===== config.mk =====
export PLATFORM = sky130hd
export DESIGN_NAME = selector_2bits_readeasy
export DESIGN_NICKNAME = d
export VERILOG_FILES = /design/src/rtl/selector_2bits_readeasy.sv
export SDC_FILE = /design/constraint.sdc
export NUM_CORES = 1
export LEC_CHECK = 0
export CORE_MARGIN = 4
export CORE_UTILIZATION = 19
export CTS_CLUSTER_DIAMETER = 40
export DETAILED_ROUTE_END_ITERATION = 10
export PLACE_DENSITY = 0.72
export SKIP_LAST_GASP = 1
export SLEW_MARGIN = 20
export SYNTH_ARGS = -nofsm -noshare
export SYNTH_HDL_FRONTEND = slang
export SYNTH_SLANG_ARGS = --single-unit

===== constraint.sdc =====
create_clock -name clk -period 0.9 [get_ports clk]
set_clock_uncertainty 0.05 [all_clocks]
set_input_delay 0.135 -clock clk [delete_from_list [all_inputs] [get_ports clk]]
set_output_delay 0.135 -clock clk [all_outputs]
set_load 0.02 [all_outputs]

===== src/rtl/selector_2bits_readeasy.sv =====
// 4:1 data selector with a registered select-change strobe.
// Define SELECTOR_2BITS_READEASY_REG_OUT_EN to register result (1-cycle latency).
module selector_2bits_readeasy #(
  parameter int unsigned WIDTH = 8
) (
  input  logic             clk,
  input  logic             reset,
  input  logic [WIDTH-1:0] number1,
  input  logic [WIDTH-1:0] number2,
  input  logic [WIDTH-1:0] number3,
  input  logic [WIDTH-1:0] number4,
  input  logic [1:0]       select,
  output logic [WIDTH-1:0] result,
  output logic             sel_change
);

  localparam int unsigned SEL_W = 2;

  logic [WIDTH-1:0] pick_c;
  logic [SEL_W-1:0] sel_prev_d, sel_prev_q;
  logic             sel_change_d, sel_change_q;

  // Every select code maps to an input, so no fallback path exists.
  always_comb begin
    case (select)
      2'd0: pick_c = number1;
      2'd1: pick_c = number2;
      2'd2: pick_c = number3;
      2'd3: pick_c = number4;
    endcase
  end

  // Reset is folded in here so it only takes effect on a clock edge.
  always_comb begin
    sel_prev_d   = select;
    sel_change_d = (select != sel_prev_q);
    if (!reset) begin
      sel_prev_d   = SEL_W'(0);
      sel_change_d = 1'b0;
    end
  end

  always_ff @(posedge clk) begin
    sel_prev_q   <= sel_prev_d;
    sel_change_q <= sel_change_d;
  end

  assign sel_change = sel_change_q;

`ifdef SELECTOR_2BITS_READEASY_REG_OUT_EN
  logic [WIDTH-1:0] result_d, result_q;

  always_comb begin
    result_d = pick_c;
    if (!reset) begin
      result_d = WIDTH'(0);
    end
  end

  always_ff @(posedge clk) begin
    result_q <= result_d;
  end

  assign result = result_q;
`else
  assign result = pick_c;
`endif

endmodule


==> flow_summary_export.csv <==
group,metric,value,unit
run,cap_violations,0,
clocking,cts_hold_buf,0,
worst_hold_path,hp-class,"in2reg",
finish,final_common_cell,"dlygate4sd2_1",
worst_setup_path,crit_arrival,1.01,ns
sta,finalCritPeriodShare,132,%
finish,area_growth,181,%
route,drt_iter0_drc,5,
route,routed_wl,1.52,mm
synthesis,synth_nets,54,
route,drc,0,
placement,placedCellCount,77,
worst_setup_path,criticalPathCategory,"in2out",
sta,hold_violations,0,
synthesis,syn_area,295,um2
synthesis,synthCells,18,
worst_hold_path,hold_depth,4,
synthesis,syn_avg_cell_area,16.4,um2
synthesis,synth_warnings,0,
finish,finalNonFillerCells,85,
clocking,cts-root-buf,"clkbuf_4",
clocking,clock-sinks,3,
floorplan,io_pins,45,
sta,rsz0062_at_grt,"yes",
sta,setup-violations-final,8,
sta,slew_headroom,91.8,%
finish,n_antenna_cell,0,
clocking,cts_inserted_buffers,3,
clocking,cts.htree.levels,1,
floorplan,coreArea,1380,um2
route,ant_nets,0,
grt,gr-usage-all-layers,15.6,%
finish,fin_nets,107,
route,wl_per_cell,17.8,um
placement,dpl-instance-area,766,um2
route,via_per_inst,4.71,
synthesis,ys_seq_area_share,20.3,%
outcome,violations,"negative setup slack",
grt,grt_antenna_before_repair,0,
floorplan,die-width,47.4,um
power_and_ir_drop,power.density,945,nW/um2
power_and_ir_drop,ir_worst_vdd,0.391,mV
floorplan,start_util,21.4,%
power_and_ir_drop,p_leak,0.379,nW
placement,portBuffers,44,
synthesis,ys_types,8,
clocking,clk-insertion-delay-late,0.23,ns
worst_setup_path,cp-start-kind,"primary input",
finish,fin_area,828,um2
floorplan,rows,13,
route,vias,400,
grt,grt_max_degree,6,
placement,gp_congestion,0.744,
sta,worst_slack,-0.291,ns
sta,worstMarginPinSlew,0.122,ns
worst_setup_path,reg2reg_depth,2,
grt,grt_pass1_vias,491,
grt,grt_pass1_wl,2.28,mm
clocking,cts_tree,"done",
clocking,clockBufferDepth,2,
sta,fmax,0.840,GHz
finish,final_cell_mix,"25 x dlygate4sd2_1, 10 x buf_6, 8 x mux4_2, 8 x clkdlybuf4s15_1",
clocking,cts.reportedPaths.clkPinSlew,0.04,ns
finish,drive_above_1_share,40.0,%
synthesis,ys_seq_elements,3,
worst_setup_path,cp_max_fo,5,
grt,grt-ovfl-total,0,
sta,slew_violations,0,
sta,layout_min_cycle_time,1.19,ns
floorplan,die_y,47.4,um
outcome,status,"complete, but fails checks",
worst_setup_path,worstSetupEndpointType,"output port",
route,drt_first_pass_iters,3,
worst_setup_path,cp_data_required_time,0.71,ns
floorplan,die_area,2250,um2
cell families after synthesis:
kind of cell | after synthesis | synth area share, %
XOR/XNOR | 2 | 5.93
multiplexers | 8 | 61.0
flip-flops | 3 | 20.3
AO/OA/AOI/OAI | 1 | 2.54
buffers and inverters | 2 | 5.51
AND/OR/NAND/NOR | 2 | 4.66
path summary, 6_finish.rpt:
check                            from                        to  slack [ns]
min                         select[0]  sel_prev_q[0]$_SDFF_PN0_        0.31
max reg2reg  sel_prev_q[0]$_SDFF_PN0_     sel_change$_SDFF_PN0_        0.21
max                         select[0]                 result[3]       -0.29
min reg2reg  sel_prev_q[1]$_SDFF_PN0_     sel_change$_SDFF_PN0_        0.48
Yosys cell counts:
| library cell | number | share of area (%) |
|---|---|---|
| buf_2 | 1 | 1.7 |
| buf_6 | 1 | 3.8 |
| and2_2 | 1 | 2.5 |
| mux4_2 | 8 | 61 |
| dfxtp_1 | 3 | 20 |
| a21boi_0 | 1 | 2.5 |
| and2_1 | 1 | 2.1 |
| xnor2_1 | 2 | 5.9 |
report_power, final:
group | switching (mW) | leakage, nW | internal, mW
combinational | 0.144 | 0.339 | 0.257
sequential | 0.00281 | 0.0251 | 0.143
clock | 0.0708 | 0.0150 | 0.166
total | 0.217 | 0.379 | 0.566
critical path, stage by stage:
cell	delay [ns]
buf_8	0.09
buf_12	0.11
mux4_2	0.51
buf_6	0.15
registers in the layout, summed over array words and instances, names as in the netlist:
| register | count |
|---|---|
| sel_prev_q | 2 |
| sel_change | 1 |
area by class of cell:
cell class | instances | area (um2)
Fill cell | 127 | 554
Multi-Input combinational cell | 13 | 219
Tap cell | 15 | 18.8
Clock buffer | 4 | 26.3
Sequential cell | 3 | 60.1
Timing Repair Buffer | 50 | 504
through the flow:
step	hold WS, ns	util (%)	total power, mW	setup WS, ns	setup TNS (ns)
2_1_floorplan	0.212	-	0.307	-0.101	-0.805
3_3_place_gp	0.486	55.4	0.556	-1.15	-9.83
3_5_place_dp	0.483	55.4	0.559	-1.19	-10.11
4_1_cts	0.305	59.7	0.798	-0.301	-2.23
5_1_grt	0.303	59.9	0.827	-0.310	-2.34
6_report	0.306	59.9	0.783	-0.291	-2.19
metal layers:
metal / part of all wire, % / GRT usage [%]
met1: 28 / 11.8
met2: 49 / 28.1
met4: 2.2 / 8.29
met3: 21 / 11.7
met5: 0 / 0
what timing repair did:
action                                  CTS  global route
cloned                                    2             0
pin swaps                                 0             0
buffers inserted                          2             0
endpoints found under the setup margin   10             8
resized for setup                       102             2
No activity file was read; power rests on OpenSTA's default activity.
==> RTL change, RTL diff (same flow settings) <==
Change the parameter `WIDTH` from 8 to 10.
--- a/src/rtl/selector_2bits_readeasy.sv
+++ b/src/rtl/selector_2bits_readeasy.sv
@@ -2,5 +2,5 @@
 // Define SELECTOR_2BITS_READEASY_REG_OUT_EN to register result (1-cycle latency).
 module selector_2bits_readeasy #(
-  parameter int unsigned WIDTH = 8
+  parameter int unsigned WIDTH = 10
 ) (
   input  logic             clk,
Interface: changed (5 resized); port bits go from 45 to 55. The function was not compared with the original's and may differ.
==> RTL change against the unedited design <==
- the flow still finishes with violations (setup timing)
- worst setup slack improved by 0.0043 ns
- maximum frequency increased by 0.36%
- core utilization fell by 3.7 points
- critical path depth is the same
- synthesized area is 18% higher
- sequential cell count unchanged
- total power rose by 8.4%
- final area grew 17%
- wire length is 9.7% lower
==> RTL change: results (changes against the unedited design) <==
metric,value,unit,change
peakVddDrop,0.000597,V,was 0.000391 V
grt_pass1_wl,2210,um,was 2280 um
drt_wl_total,1370,um,was 1520 um
synth.net_count,64,,was 54
placedCellCount,100,,was 77
track_usage,11.6,%,was 15.6%
drt_iter0_drc,0,,was 5
violations,setup timing,,unchanged
use_met1,10.9,%,was 11.8%
dp_hpwl,1140,um,
r2r-start,sel_prev_q[0]$_SDFF_PN0_,,unchanged
detail_route.first_pass.iterations,1,,was 3
crit_path_end,result[5],,was result[3]
async_flop_share,0,%,unchanged
largest-register,sel_prev_q,,unchanged
synth_ff_type,dfxtp_1,,unchanged
wl_per_cell,12.8,um,was 17.8 um
cts_max_path_buffers,2,,unchanged
r2r_slack,0.23,ns,was 0.21 ns
slowest_stage,mux4_2,,unchanged
cp_max_fo,6,,was 5
synthCells,20,,was 18
min_path_type,in2reg,,unchanged
max_slew.worst_pin.slew,0.121,ns,was 0.122 ns
yosysSeqAreaShare,17.3,%,was 20.3%
leakage,0.452,nW,was 0.379 nW
reg2reg_depth,2,,unchanged
reg2reg_to,sel_change$_SDFF_PN0_,,unchanged
htreeDepth,1,,unchanged
cp_data_arrival_time,1.00,ns,
first_global_vias,559,,was 491
diodes,0,,unchanged
drive_gt1_share,39.0,%,was 40.0%
top_layer,met3,,was met4
status,finished with violations,,unchanged
setup_viol,10,,was 8
root_buffer,clkbuf_4,,unchanged
io_buffers,54,,was 44
insertion_delay,0.23,ns,about the same
cts_buffers,3,,unchanged
place_area,931,um^2,was 766 um^2
fin_setup_tns,-2.74,ns,was -2.19 ns
holdWs,0.309,ns,was 0.306 ns
wl_met2,772,um,was 746 um
startpoint,select[0],,unchanged
cts.clk_slew.worst_paths,0.04,ns,about the same
wl_met3,159,um,was 317 um
setup_ws,-0.286,ns,was -0.291 ns
synthTopCellsByCount,"8 x mux4_2, 3 x dfxtp_1, 2 x mux4_1, 2 x xnor2_1",,"was 8 x mux4_2, 3 x dfxtp_1, 2 x xnor2_1"
met2_usage,21.7,%,was 28.1%
fin_nets,127,,was 107
grt_max_degree,7,,was 6
grt.met3_usage,4.45,%,was 11.7%
dp_slack,-1.15,ns,was -1.19 ns
vias,447,,was 400
wl_met1,438,um,was 418 um
largest_register_ffs,2,,unchanged
synth_cell_types,9,,was 8
synthTopCellsByArea,"mux4_2 52%, dfxtp_1 17%, mux4_1 15%",,"was mux4_2 61%, dfxtp_1 20%, xnor2_1 5.9%"
gp_congestion,0.673,,was 0.744
-- RTL change: cell families after synthesis --
kind of cell           after synthesis  synth area share (%)
flip-flops                           3                  17.3
AND/OR/NAND/NOR                      2                  3.96
multiplexers                        10                  66.9
buffers and inverters                2                  4.67
AO/OA/AOI/OAI                        1                  2.16
XOR/XNOR                             2                  5.04
-- RTL change: timing repair --
| action | in CTS | in global routing |
|---|---|---|
| resized for setup | 115 | 1 |
| cloned | 1 | 0 |
| endpoints found under the setup margin | 12 | 11 |
| buffers inserted | 2 | 0 |
| hold endpoints to repair | 0 | 0 |
-- RTL change: layout make-up --
type / count / area [um^2]
clock buffer: 4 / 26.3
fill: 170 / 756
multi-input combinational: 15 / 264
sequential: 3 / 60.1
tap: 25 / 31.3
timing repair buffer: 60 / 589
-- RTL change: power breakdown --
group,switching (W),internal [W]
logic,0.000162,0.000303
registers,0.00000271,0.000143
clock network,0.0000724,0.000166
-- RTL change: critical path, delay by kind of cell --
family                 cells  cell delay, ns
muxes                      1            0.51
buffers and inverters      3            0.36
